### src/rtl/ks_decomp.sv
// Keyswitch decomposer: rounds each 64-bit LWE coefficient to its top KS_L*KS_B_W bits and
// streams KS_L balanced signed base-2^KS_B_W digits, least significant level first.
// Latency: a coefficient accepted at cycle t presents level 0 at t+1. Throughput is one
// coefficient per KS_L cycles.
// Backpressure: outputs hold while out_vld & ~out_rdy. in_rdy is high only when the stage is
// empty, or when the last level is being handed off in the same cycle (zero-bubble handover).
//
// Ports:
//   clk, a_rst           clock; asynchronous active-high reset
//   in_coef/in_last      coefficient and "last coefficient of ciphertext" flag
//   in_vld/in_rdy        input handshake
//   out_digit            signed digit, two's complement, DIG_W bits
//   out_lvl              level index, 0 = least significant digit
//   out_coef_last        high on level KS_L-1
//   out_ct_last          high on level KS_L-1 of a coefficient that carried in_last
//   out_vld/out_rdy      output handshake
//   busy                 a coefficient is held in the stage
module ks_decomp #(
    parameter int MOD_Q_W = 64,
    parameter int KS_L    = 8,
    parameter int KS_B_W  = 2,
    parameter int DIG_W   = KS_B_W + 1,
    parameter int LVL_W   = $clog2(KS_L)
) (
    input  logic               clk,
    input  logic               a_rst,
    input  logic [MOD_Q_W-1:0] in_coef,
    input  logic               in_last,
    input  logic               in_vld,
    output logic               in_rdy,
    output logic [DIG_W-1:0]   out_digit,
    output logic [LVL_W-1:0]   out_lvl,
    output logic               out_coef_last,
    output logic               out_ct_last,
    output logic               out_vld,
    input  logic               out_rdy,
    output logic               busy
);

    // Width of the rounded value and the number of low bits discarded by rounding.
    localparam int R_W = KS_L * KS_B_W;
    localparam int S   = MOD_Q_W - R_W;

    localparam logic [MOD_Q_W-1:0] HALF     = MOD_Q_W'(1) << (S - 1);
    localparam logic [LVL_W-1:0]   LVL_LAST = LVL_W'(KS_L - 1);
    localparam logic [DIG_W-1:0]   BASE     = DIG_W'(1) << KS_B_W;
    localparam logic [DIG_W-1:0]   HALF_B   = DIG_W'(1) << (KS_B_W - 1);

    typedef enum logic [0:0] {
        ST_IDLE = 1'b0,
        ST_EMIT = 1'b1
    } state_t;

    state_t           state_q, state_d;
    logic [R_W-1:0]   r_q, r_d;
    logic             c_q, c_d;
    logic             last_q, last_d;
    logic [LVL_W-1:0] lvl_q, lvl_d;

    // ------------------------------------------------------------------
    // Rounding at acceptance. The addition wraps modulo 2^MOD_Q_W on
    // purpose: values just below 2^MOD_Q_W round to zero, as they do
    // on the torus.
    // ------------------------------------------------------------------
    logic [MOD_Q_W-1:0] rnd_sum;
    logic [R_W-1:0]     r_in;

    assign rnd_sum = in_coef + HALF;
    assign r_in    = rnd_sum[MOD_Q_W-1:S];

    // ------------------------------------------------------------------
    // Digit for the current level, from the held rounded value and the
    // carry left by the previous level. d ranges over 0..B, so one extra
    // bit above the slice is enough to hold it before re-centring.
    // ------------------------------------------------------------------
    logic [R_W-1:0]    r_shift;
    logic [KS_B_W-1:0] slice;
    logic [DIG_W-1:0]  d_raw;
    logic              carry;
    logic [DIG_W-1:0]  digit;

    always_comb begin
        r_shift = r_q >> (lvl_q * KS_B_W);
        slice   = r_shift[KS_B_W-1:0];
        d_raw   = DIG_W'(slice) + DIG_W'(c_q);
        carry   = (d_raw >= HALF_B);
        // d - B wraps naturally into the two's complement range [-B/2, B/2-1]
        digit   = carry ? (d_raw - BASE) : d_raw;
    end

    // ------------------------------------------------------------------
    // Handshake terms
    // ------------------------------------------------------------------
    logic emit;
    logic at_last;
    logic out_fire;
    logic in_fire;

    assign emit     = (state_q == ST_EMIT);
    assign at_last  = (lvl_q == LVL_LAST);
    assign out_fire = emit & out_rdy;
    assign in_fire  = in_vld & in_rdy;

    // ------------------------------------------------------------------
    // FSM: state register
    // ------------------------------------------------------------------
    always_ff @(posedge clk or posedge a_rst) begin
        if (a_rst) begin
            state_q <= ST_IDLE;
        end else begin
            state_q <= state_d;
        end
    end

    // ------------------------------------------------------------------
    // FSM: next state
    // ------------------------------------------------------------------
    always_comb begin
        state_d = state_q;
        unique case (state_q)
            ST_IDLE: begin
                if (in_vld) begin
                    state_d = ST_EMIT;
                end
            end
            ST_EMIT: begin
                // Stay in EMIT when the next coefficient is handed over on
                // the last-level handshake.
                if (out_fire && at_last && !in_vld) begin
                    state_d = ST_IDLE;
                end
            end
            default: state_d = ST_IDLE;
        endcase
    end

    // ------------------------------------------------------------------
    // FSM: outputs
    // ------------------------------------------------------------------
    always_comb begin
        // in_rdy is forced low while reset is asserted so nothing is taken
        // by a stage that is about to be cleared.
        in_rdy        = ~a_rst & (~emit | (out_rdy & at_last));
        out_vld       = emit;
        busy          = emit;
        // Digit and flags are masked when idle so a stale held value never
        // shows up on the bus.
        out_digit     = emit ? digit : '0;
        out_lvl       = lvl_q;
        out_coef_last = emit & at_last;
        out_ct_last   = emit & at_last & last_q;
    end

    // ------------------------------------------------------------------
    // Held coefficient, level counter and carry
    // ------------------------------------------------------------------
    always_comb begin
        r_d    = r_q;
        c_d    = c_q;
        last_d = last_q;
        lvl_d  = lvl_q;
        if (in_fire) begin
            // Covers both the idle load and the last-level handover.
            r_d    = r_in;
            last_d = in_last;
            lvl_d  = '0;
            c_d    = 1'b0;
        end else if (out_fire) begin
            if (at_last) begin
                // Final carry is dropped: reduction mod q.
                lvl_d = '0;
                c_d   = 1'b0;
            end else begin
                lvl_d = lvl_q + LVL_W'(1);
                c_d   = carry;
            end
        end
    end

    always_ff @(posedge clk or posedge a_rst) begin
        if (a_rst) begin
            r_q    <= '0;
            c_q    <= 1'b0;
            last_q <= 1'b0;
            lvl_q  <= '0;
        end else begin
            r_q    <= r_d;
            c_q    <= c_d;
            last_q <= last_d;
            lvl_q  <= lvl_d;
        end
    end

endmodule

### config.mk
export PLATFORM = sky130hd
export DESIGN_NAME = ks_decomp
export DESIGN_NICKNAME = d
export VERILOG_FILES = /design/src/rtl/ks_decomp.sv
export SDC_FILE = /design/constraint.sdc
export NUM_CORES = 1
export LEC_CHECK = 0
export CORE_MARGIN = 2
export CORE_UTILIZATION = 38
export DETAILED_ROUTE_END_ITERATION = 10
export HOLD_SLACK_MARGIN = 0.03
export PLACE_DENSITY = 0.82
export REMOVE_ABC_BUFFERS = 1
export SLEW_MARGIN = 20
export SYNTH_ARGS = -nofsm -noshare
export SYNTH_HDL_FRONTEND = slang
export SYNTH_SLANG_ARGS = --single-unit
export TNS_END_PERCENT = 100
### constraint.sdc
create_clock -name clk -period 2.85 [get_ports clk]
set_input_delay 0.57 -clock clk [delete_from_list [all_inputs] [get_ports clk]]
set_output_delay 0.57 -clock clk [all_outputs]
set_load 0.05 [all_outputs]
==> run_results.csv, run 1 <==
group,metric,value,unit
outcome,status,"completed",
run,drv_cap,0,
clocking,insertion_delay,0.31,ns
clocking,cts.root.buffer_cell,"clkbuf_4",
layout,drive_gt1_frac,0.214,
timing,final-hold-violation-count,0,
yosys,synth_area_leader_cell,"dfrtp_1",
die,coreArea,3420,um^2
route,routed_wl,2610,um
yosys,synth-compound-area-share,0.0893,
yosys,synth-adder-area-share,0.0451,
yosys,ys.flop_type,"dfrtp_1",
worst_setup_path,worstSetupPathType,"flip-flop to output port",
worst_setup_path,cp.required,2.28,ns
power,power_density,1110,nW/um^2
worst_setup_path,slowest_stage,"mux4_2",
clocking,tritoncts,"built",
global_routing,grt_max_degree,37,
timing,max_freq,0.355,GHz
yosys,ys_seq_elements,22,
worst_setup_path,endpoint_kind,"output port",
global_routing,gr-total-overflow,0,
yosys,synth_top_area_frac,0.397,
global_routing,grt_use_total,0.138,
yosys,yosys.cell_types.count,29,
yosys,synthTopCellsByArea,"dfrtp_1 40%, xnor2_1 7.6%, mux4_2 6.5%",
yosys,synth_top_family_by_area,"simple AND/OR/NAND/NOR gates",
yosys,seq_area_frac_synth,0.397,
timing,max_slew_margin,0.466,
route,drc,0,
route,firstDrtPassIters,4,
die,initial_core_util,0.406,
global_routing,antenna_found_initial,0,
die,ioPinCount,80,
yosys,synth_edf_count,0,
yosys,synth-simple-area-share,0.236,
timing,worst_slew_pin_slew,0.800,ns
route,vias_per_cell,5.01,
timing,fin_tns_setup,0,ns
layout,n_antenna_cell,0,
placed_design,globalplace.congestion,0.770,
global_routing,grt_pass1_wl,4570,um
clocking,clk_pin_slew,0.12,ns
route,vias,1098,
timing,finalMaxSlewViolations,0,
yosys,synthesis.area,1390,um^2
global_routing,grt_pass1_vias,1030,
worst_hold_path,hp-class,"flip-flop to flip-flop",
yosys,ys_warn_count,0,
route,postRouteAntennaNets,0,
die,fp.dieArea,4150,um^2
yosys,muxShareOfSynthArea,0.0965,
die,rows,21,
worst_setup_path,crit_chain,"mux4_2 > mux2_4 > ha_4 > inv_2 > ha_4 > and2_4 > buf_8",
yosys,ys_top_cells_by_count,"22 x dfrtp_1, 20 x nor2_1, 13 x a21oi_1",
timing,min_period_over_period,0.989,
power,power_leakage,0.000716,uW
timing,clock_skew,0.00289,ns
placed_design,port_buffers,32,
clocking,cts_made_buffers,3,
worst_setup_path,critPathLaunchType,"flip-flop",
die,die_y,64.4,um
yosys,synthMostInstantiatedCell,"dfrtp_1",
worst_setup_path,slowest_delay,0.51,ns
yosys,synth_xor_area_frac,0.0884,
worst_setup_path,worst_ep_arrival_time,2.25,ns
power,total_power,2040,uW
timing,rsz0062_at_grt,"true",
clocking,cts.sinks,22,
clocking,cts_buffer_depth,2,
layout,final_util,0.538,
clocking,htreeDepth,1,
layout,final_net_count,248,
worst_setup_path,critPathMaxFanout,4,
placed_design,dp_hpwl,1950,um
timing,setup_viol,0,
yosys,async_reset_ff_frac,1.00,
route,drt_iter0_markers,32,
worst_setup_path,cpMostUsedCell,"ha_4",
die,die_x,64.4,um
yosys,syn_avg_cell_area,9.91,um^2
timing,period_needed,2.82,ns
yosys,synthCells,140,
route,wl_per_cell,11.9,um
power,ir_drop,0.376,mV
layout,synthToLayoutAreaGrowth,32.5,%
[cells by family after synthesis]
group | Yosys count
AO/OA/AOI/OAI | 20
adder cells (fa/ha/maj) | 5
XOR/XNOR | 14
flip-flops | 22
AND/OR/NAND/NOR | 60
buffers and inverters | 11
multiplexers | 8
[report_power, final]
group	total [uW]	internal, uW	switching (uW)
Combinational	1300	629	667
Clock	171	78.0	92.9
Sequential	569	459	109
Total	2040	1170	869
[placed cells by master (no fill, tap or decap), types with 2 or more instances in the layout]
master / netlist / final
clkdlybuf4s50_1: 0 / 26
dfrtp_1: 22 / 21
nor2_1: 20 / 20
a21oi_1: 13 / 13
xnor2_1: 12 / 12
nand3_1: 8 / 8
nand2_1: 7 / 7
nor3_1: 5 / 5
nor4_1: 5 / 5
a21oi_2: 5 / 5
buf_4: 2 / 5
mux4_2: 4 / 4
inv_1: 5 / 4
nand4_1: 3 / 3
or2_2: 3 / 3
ha_1: 5 / 3
clkbuf_4: 0 / 3
mux2_2: 3 / 2
xor2_1: 2 / 2
and2_1: 3 / 2
ha_4: 0 / 2
buf_8: 0 / 2
buf_12: 0 / 2
[metrics by stage]
step,setup WS [ns],hold slack (ns),instances,instance area [um^2]
2_1_floorplan,-0.396,0.451,134,1340
3_3_place_gp,0.243,0.475,214,1740
3_5_place_dp,0.251,0.474,214,1740
4_1_cts,-0.00954,0.504,218,1830
5_1_grt,-0.0310,0.549,219,1840
6_report,0.0308,0.501,219,1840
[critical path: cells and delay by family (launching register included)]
kind / cells / cell delay, ns
muxes: 2 / 0.81
DFF: 1 / 0.43
adders and majority gates: 2 / 0.34
buffers and inverters: 2 / 0.19
and+or+nand+nor: 1 / 0.17
[worst paths after layout]
kind,cells after the start,slack [ns],endpoint,startpoint
worst max-delay path,7,0.03,out_digit[1],out_lvl[0]
worst min-delay path,2,0.50,r_q[14],r_q[14]
worst max register to register,7,0.78,r_q[0],out_lvl[0]
worst min register to register,2,0.50,r_q[14],r_q[14]
max in group asynchronous,2,1.49,out_lvl[0],a_rst
min in group asynchronous,2,0.81,last_q,a_rst
[layer usage]
layer	part of all wire	track usage	vias to the layer above	wire length, um
li1	-	-	560	-
met1	0.46	0.179	504	1200
met2	0.47	0.229	29	1240
met3	0.040	0.0104	5	105
met4	0.025	0.0798	0	65
met5	0	0	-	0
[cell type report]
cell class	instances	area [um^2]
Clock buffer	4	36.3
Fill cell	323	1580
Multi-Input combinational cell	107	806
Inverter	5	18.8
Timing Repair Buffer	35	368
Sequential cell	22	552
Tap cell	46	57.6
[repair_timing]
action / in CTS / in global routing
setup buffers: 0 / 1
gates resized for setup: 11 / 1
setup endpoints to repair: 2 / 2
hold buffers: 0 / 0
pin swaps: 2 / 2
[sequential cells by signal, summed over array words and instances (netlist names)]
name / flops
c_q: 1
r_q: 16
busy: 1
out_lvl: 3
last_q: 1
No activity file was read; power rests on OpenSTA's default activity.
==> inputs of run 2 (changes only) <==
--- a/config.mk
+++ b/config.mk
@@ -11,6 +11,7 @@
 export HOLD_SLACK_MARGIN = 0.03
 export PLACE_DENSITY = 0.82
 export REMOVE_ABC_BUFFERS = 1
+export SKIP_CTS_REPAIR_TIMING = 1
 export SLEW_MARGIN = 20
 export SYNTH_ARGS = -nofsm -noshare
 export SYNTH_HDL_FRONTEND = slang
==> run 2 against run 1 <==
Compared with the run above:
- global-route usage is 0.30 points lower
- power shrank 0.55%
- fmax fell by 0.52%
- via count up 0.27%
- sequential cell count stayed put
- core utilization shrank 0.11 points
- non-clock buffer count stayed put
- sequential share of layout area grew 0.061 points
- final cell count unchanged
- critical path type unchanged
- highest routed layer unchanged
==> run_results.csv, run 2 (same netlist as run 1, synthesis figures left out) <==
group,metric,value,unit
timing,setup_ws,0.0162,ns
layout,synthToLayoutAreaGrowth,32.2,%
timing,setup_viol,0,
global_routing,grt_max_degree,37,
worst_hold_path,whs_path_depth,2,
layout,largest_reg_flops,16,
power,ir_drop,0.375,mV
route,drc,0,
die,die_x,64.4,um
worst_setup_path,worstSetupPathType,"flip-flop to output port",
clocking,tritoncts,"built",
power,power_leakage,0.000716,uW
power,total_power,2020,uW
global_routing,gr-total-overflow,0,
outcome,status,"completed",
power,power_density,1100,nW/um^2
layout,final_net_count,248,
clocking,cts_buffer_depth,2,
route,vias_per_cell,5.03,
timing,period_needed,2.83,ns
layout,final_cell_mix,"26 x clkdlybuf4s50_1, 21 x dfrtp_1, 20 x nor2_1",
timing,final-hold-violation-count,0,
timing,worst_slew_pin_slew,0.800,ns
worst_setup_path,endpoint_kind,"output port",
timing,clock_skew,0.00327,ns
clocking,insertion_delay,0.31,ns
clocking,cts_made_buffers,3,
route,routed_wl,2610,um
die,ioPinCount,80,
die,rows,21,
global_routing,grt_pass1_vias,1011,
layout,drive_gt1_frac,0.208,
placed_design,dp_hpwl,1950,um
run,drv_cap,0,
timing,hold_ws,0.501,ns
placed_design,globalplace.congestion,0.770,
worst_setup_path,cp.required,2.28,ns
worst_hold_path,hp-class,"flip-flop to flip-flop",
placed_design,place_ws,0.251,ns
worst_setup_path,critPathLaunchType,"flip-flop",
clocking,cts.sinks,22,
route,firstDrtPassIters,4,
route,wl_per_cell,11.9,um
layout,stdcell_area,1830,um^2
timing,max_slew_margin,0.466,
global_routing,grt_pass1_wl,4470,um
die,initial_core_util,0.406,
layout,n_antenna_cell,0,
die,coreArea,3420,um^2
worst_setup_path,worst_ep_arrival_time,2.26,ns
clocking,clk_pin_slew,0.12,ns
die,fp.dieArea,4150,um^2
route,vias,1101,
timing,max_freq,0.353,GHz
layout,layout_commonest_cell,"clkdlybuf4s50_1",
placed_design,port_buffers,32,
worst_setup_path,worst-r2r-setup-slack,0.78,ns
worst_setup_path,worstRegToRegCells,7,
timing,min_period_over_period,0.994,
clocking,cts.root.buffer_cell,"clkbuf_4",
route,postRouteAntennaNets,0,
route,drt_iter0_markers,33,
layout,regMostFlops,"r_q",
global_routing,antenna_found_initial,0,
timing,finalMaxSlewViolations,0,
global_routing,grt_use_total,0.135,
die,die_y,64.4,um
timing,rsz0062_at_grt,"true",
placed_design,placedInstanceArea,1740,um^2
clocking,htreeDepth,1,
worst_setup_path,critPathMaxFanout,4,
-- run 2: critical path, stage by stage (launching register included) --
cell and delay [ns]:
dfrtp_2 0.43, mux4_2 0.51, mux2_4 0.30, ha_4 0.16, inv_2 0.06, ha_4 0.19, and2_4 0.17, buf_8 0.14
-- run 2: area by class of cell --
cell class | instances | area, um^2
Multi-Input combinational cell | 107 | 802
Timing Repair Buffer | 35 | 368
Fill cell | 323 | 1580
Tap cell | 46 | 57.6
Sequential cell | 22 | 552
Clock buffer | 4 | 36.3
Inverter | 5 | 18.8
-- run 2: final timing paths --
kind / endpoint / start
max in group asynchronous: out_lvl[0] / a_rst
min reg2reg: r_q[14] / r_q[14]
max reg2reg: r_q[0] / out_lvl[0]
max: out_digit[1] / out_lvl[0]
min in group asynchronous: last_q / a_rst
min: r_q[14] / r_q[14]
-- run 2: routing by layer --
metal / GRT usage / routed length, um / up-vias / part of all wire
li1: - / - / 560 / -
met1: 0.178 / 1200 / 507 / 0.46
met2: 0.220 / 1230 / 29 / 0.47
met3: 0.0104 / 105 / 5 / 0.040
met4: 0.0798 / 65 / 0 / 0.025
met5: 0 / 0 / - / 0
-- run 2: per-stage QoR --
stage	std cells	utilization	TNS [ns]
CTS	218	0.521	-0.235
detailed placement	214	0.510	0
global route	219	0.537	-0.0886
finish	219	0.537	0
global placement	214	0.510	0
floorplan	134	-	-0.797
-- run 2: report_power, final --
part | switching [uW] | internal, uW | total, uW
clock network | 92.8 | 78.0 | 171
logic | 663 | 623 | 1290
registers | 108 | 459 | 568
==> inputs of run 3 (changes only) <==
--- a/config.mk
+++ b/config.mk
@@ -9,7 +9,7 @@
 export CORE_UTILIZATION = 38
 export DETAILED_ROUTE_END_ITERATION = 10
 export HOLD_SLACK_MARGIN = 0.03
-export PLACE_DENSITY = 0.82
+export PLACE_DENSITY_LB_ADDON = 0.2
 export REMOVE_ABC_BUFFERS = 1
 export SKIP_CTS_REPAIR_TIMING = 1
 export SLEW_MARGIN = 20
==> run 3 against run 2 <==
Compared with the run above:
- sequential power is essentially flat
- sequential cell count is the same
- worst hold slack gained 0.012 ns
- core utilization grew 0.11 points
- worst setup slack gained 0.0034 ns
- sequential share of layout area shrank 0.061 points
- global-route usage shrank 0.092 points
- clock skew grew 0.0012 ns
- via count grew 2.3%
- largest cell class unchanged
==> run_results.csv, run 3 (same netlist as run 1, synthesis figures left out) <==
group,metric,value,unit
worst_setup_path,cpMostUsedCell,"ha_4",
route,drt_iter0_markers,26,
global_routing,grt_pass1_wl,4400,um
clocking,clk_pin_slew,0.11,ns
power,power_frac_seq,0.282,
clocking,htreeDepth,1,
timing,finalMaxSlewViolations,0,
clocking,insertion_delay,0.29,ns
power,ir_drop,0.327,mV
worst_hold_path,whs_path_depth,2,
worst_setup_path,reg2reg_from,"out_lvl[1]",
clocking,cts.sinks,22,
worst_setup_path,worstSetupPathType,"flip-flop to output port",
placed_design,globalplace.congestion,0.740,
layout,drive_gt1_frac,0.211,
worst_setup_path,critPathLaunchType,"flip-flop",
power,power_leakage,0.000739,uW
clocking,cts_buffer_depth,2,
power,swShare,0.431,
route,postRouteAntennaNets,0,
timing,clock_skew,0.00443,ns
worst_setup_path,cp.required,2.28,ns
timing,final-hold-violation-count,0,
worst_setup_path,rr_endpoint,"r_q[0]",
worst_setup_path,critPathMaxFanout,5,
layout,layout_commonest_cell,"clkdlybuf4s50_1",
power,total_power,2020,uW
die,rows,21,
route,m1WireLength,1280,um
timing,setup_viol,0,
layout,regMostFlops,"r_q",
placed_design,port_buffers,32,
timing,max_freq,0.353,GHz
worst_setup_path,slowest_delay,0.52,ns
route,wl_per_cell,12.3,um
clocking,tritoncts,"built",
layout,synthToLayoutAreaGrowth,32.5,%
die,fp.dieArea,4150,um^2
global_routing,antenna_found_initial,0,
timing,worst_slew_pin_slew,0.804,ns
layout,n_antenna_cell,0,
timing,hold_ws,0.513,ns
worst_hold_path,min_to,"r_q[14]",
power,p_comb_frac,0.652,
layout,final_net_count,251,
worst_setup_path,worst_ep_arrival_time,2.26,ns
layout,fillers,336,
die,initial_core_util,0.406,
worst_setup_path,worst-r2r-setup-slack,0.87,ns
die,die_x,64.4,um
power,clock_power_share,0.066,
route,route.met2.wl,1270,um
timing,period_needed,2.83,ns
route,dr.max_layer_used,"met4",
layout,largest_reg_flops,16,
route,drc,0,
clocking,cts.root.buffer_cell,"clkbuf_4",
layout,final_cell_mix,"26 x clkdlybuf4s50_1, 21 x dfrtp_1, 20 x nor2_1",
timing,max_slew_margin,0.463,
die,coreArea,3420,um^2
global_routing,grt_use_total,0.135,
route,vias,1126,
layout,seqCellArea,552,um^2
route,routed_wl,2720,um
global_routing,gr-total-overflow,0,
worst_setup_path,worstRegToRegCells,6,
outcome,status,"completed",
worst_setup_path,endpoint_kind,"output port",
route,routed-wl-met3,144,um
power,intPower,1150,uW
global_routing,grt_pass1_vias,1043,
worst_hold_path,hp-class,"flip-flop to flip-flop",
worst_hold_path,holdCritStartpoint,"r_q[14]",
worst_setup_path,slowest_stage,"mux4_2",
die,ioPinCount,80,
timing,rsz0062_at_grt,"true",
clocking,cts_made_buffers,3,
power,p_sw,869,uW
worst_setup_path,crit_chain,"mux4_2 > mux2_4 > ha_4 > inv_4 > ha_4 > and2_4 > buf_8",
global_routing,grt_max_degree,23,
run,drv_cap,0,
placed_design,dp_hpwl,2160,um
layout,multiInputGateArea,802,um^2
power,power_density,1100,nW/um^2
route,firstDrtPassIters,6,
route,vias_per_cell,5.10,
timing,min_period_over_period,0.993,
die,die_y,64.4,um
-- run 3: cell count changes in the layout (fill, tap and decap cells not counted) --
cell	previous run	this run
buf_4	5	8
clkbuf_8	1	0
dlymetal6s2s_1	0	1
inv_2	1	0
buf_12	2	1
inv_4	0	1
-- run 3: stage by stage --
stage          cells  instance area, um^2  TNS (ns)  setup slack (ns)  utilization
2_1_floorplan    134                 1340    -0.797            -0.396            -
3_3_place_gp     216                 1750         0             0.172        0.512
3_5_place_dp     216                 1750         0             0.150        0.512
4_1_cts          219                 1770    -0.455            -0.204        0.518
5_1_grt          221                 1840    -0.121           -0.0610        0.538
6_report         221                 1840         0            0.0196        0.538
-- run 3: routing by layer --
| layer | track usage | up-vias |
|---|---|---|
| met5 | 0 | - |
| met1 | 0.169 | 521 |
| met4 | 0.0559 | 0 |
| met3 | 0.0122 | 2 |
| li1 | - | 566 |
| met2 | 0.237 | 37 |
-- run 3: worst max path at each step --
stage | from | end | slack (ns) | cells after the start
4_1_cts | out_lvl[0] | out_digit[2] | -0.20 | 7
2_1_floorplan | out_lvl[0] | out_digit[1] | -0.40 | 6
5_1_grt | out_lvl[0] | out_digit[2] | -0.06 | 7
3_3_place_gp | out_lvl[0] | out_digit[2] | 0.17 | 7
6_report | out_lvl[0] | out_digit[1] | 0.02 | 7
3_5_place_dp | out_lvl[0] | out_digit[2] | 0.15 | 7
-- run 3: area by class of cell --
class | instances | area share
Multi-Input combinational cell | 107 | 0.436
Sequential cell | 22 | 0.300
Tap cell | 46 | 0.0313
Timing Repair Buffer | 38 | 0.208
Clock buffer | 3 | 0.0123
Inverter | 5 | 0.0116
-- run 3: worst max-delay path, delay by kind of cell, from the launching register on --
family	cells	cell delay, ns
AND/OR/NAND/NOR	1	0.17
adder cells (fa/ha/maj)	2	0.36
flip-flops	1	0.44
multiplexers	2	0.81
buffers and inverters	2	0.20
-- run 3: power groups by stage --
stage               Combinational, uW  Clock [uW]  Sequential, uW
finish                           1310         134             569
global placement                 1090           0             571
floorplan                         673           0             625
CTS                              1120         141             570
global route                     1410         152             590
detailed placement               1110           0             578
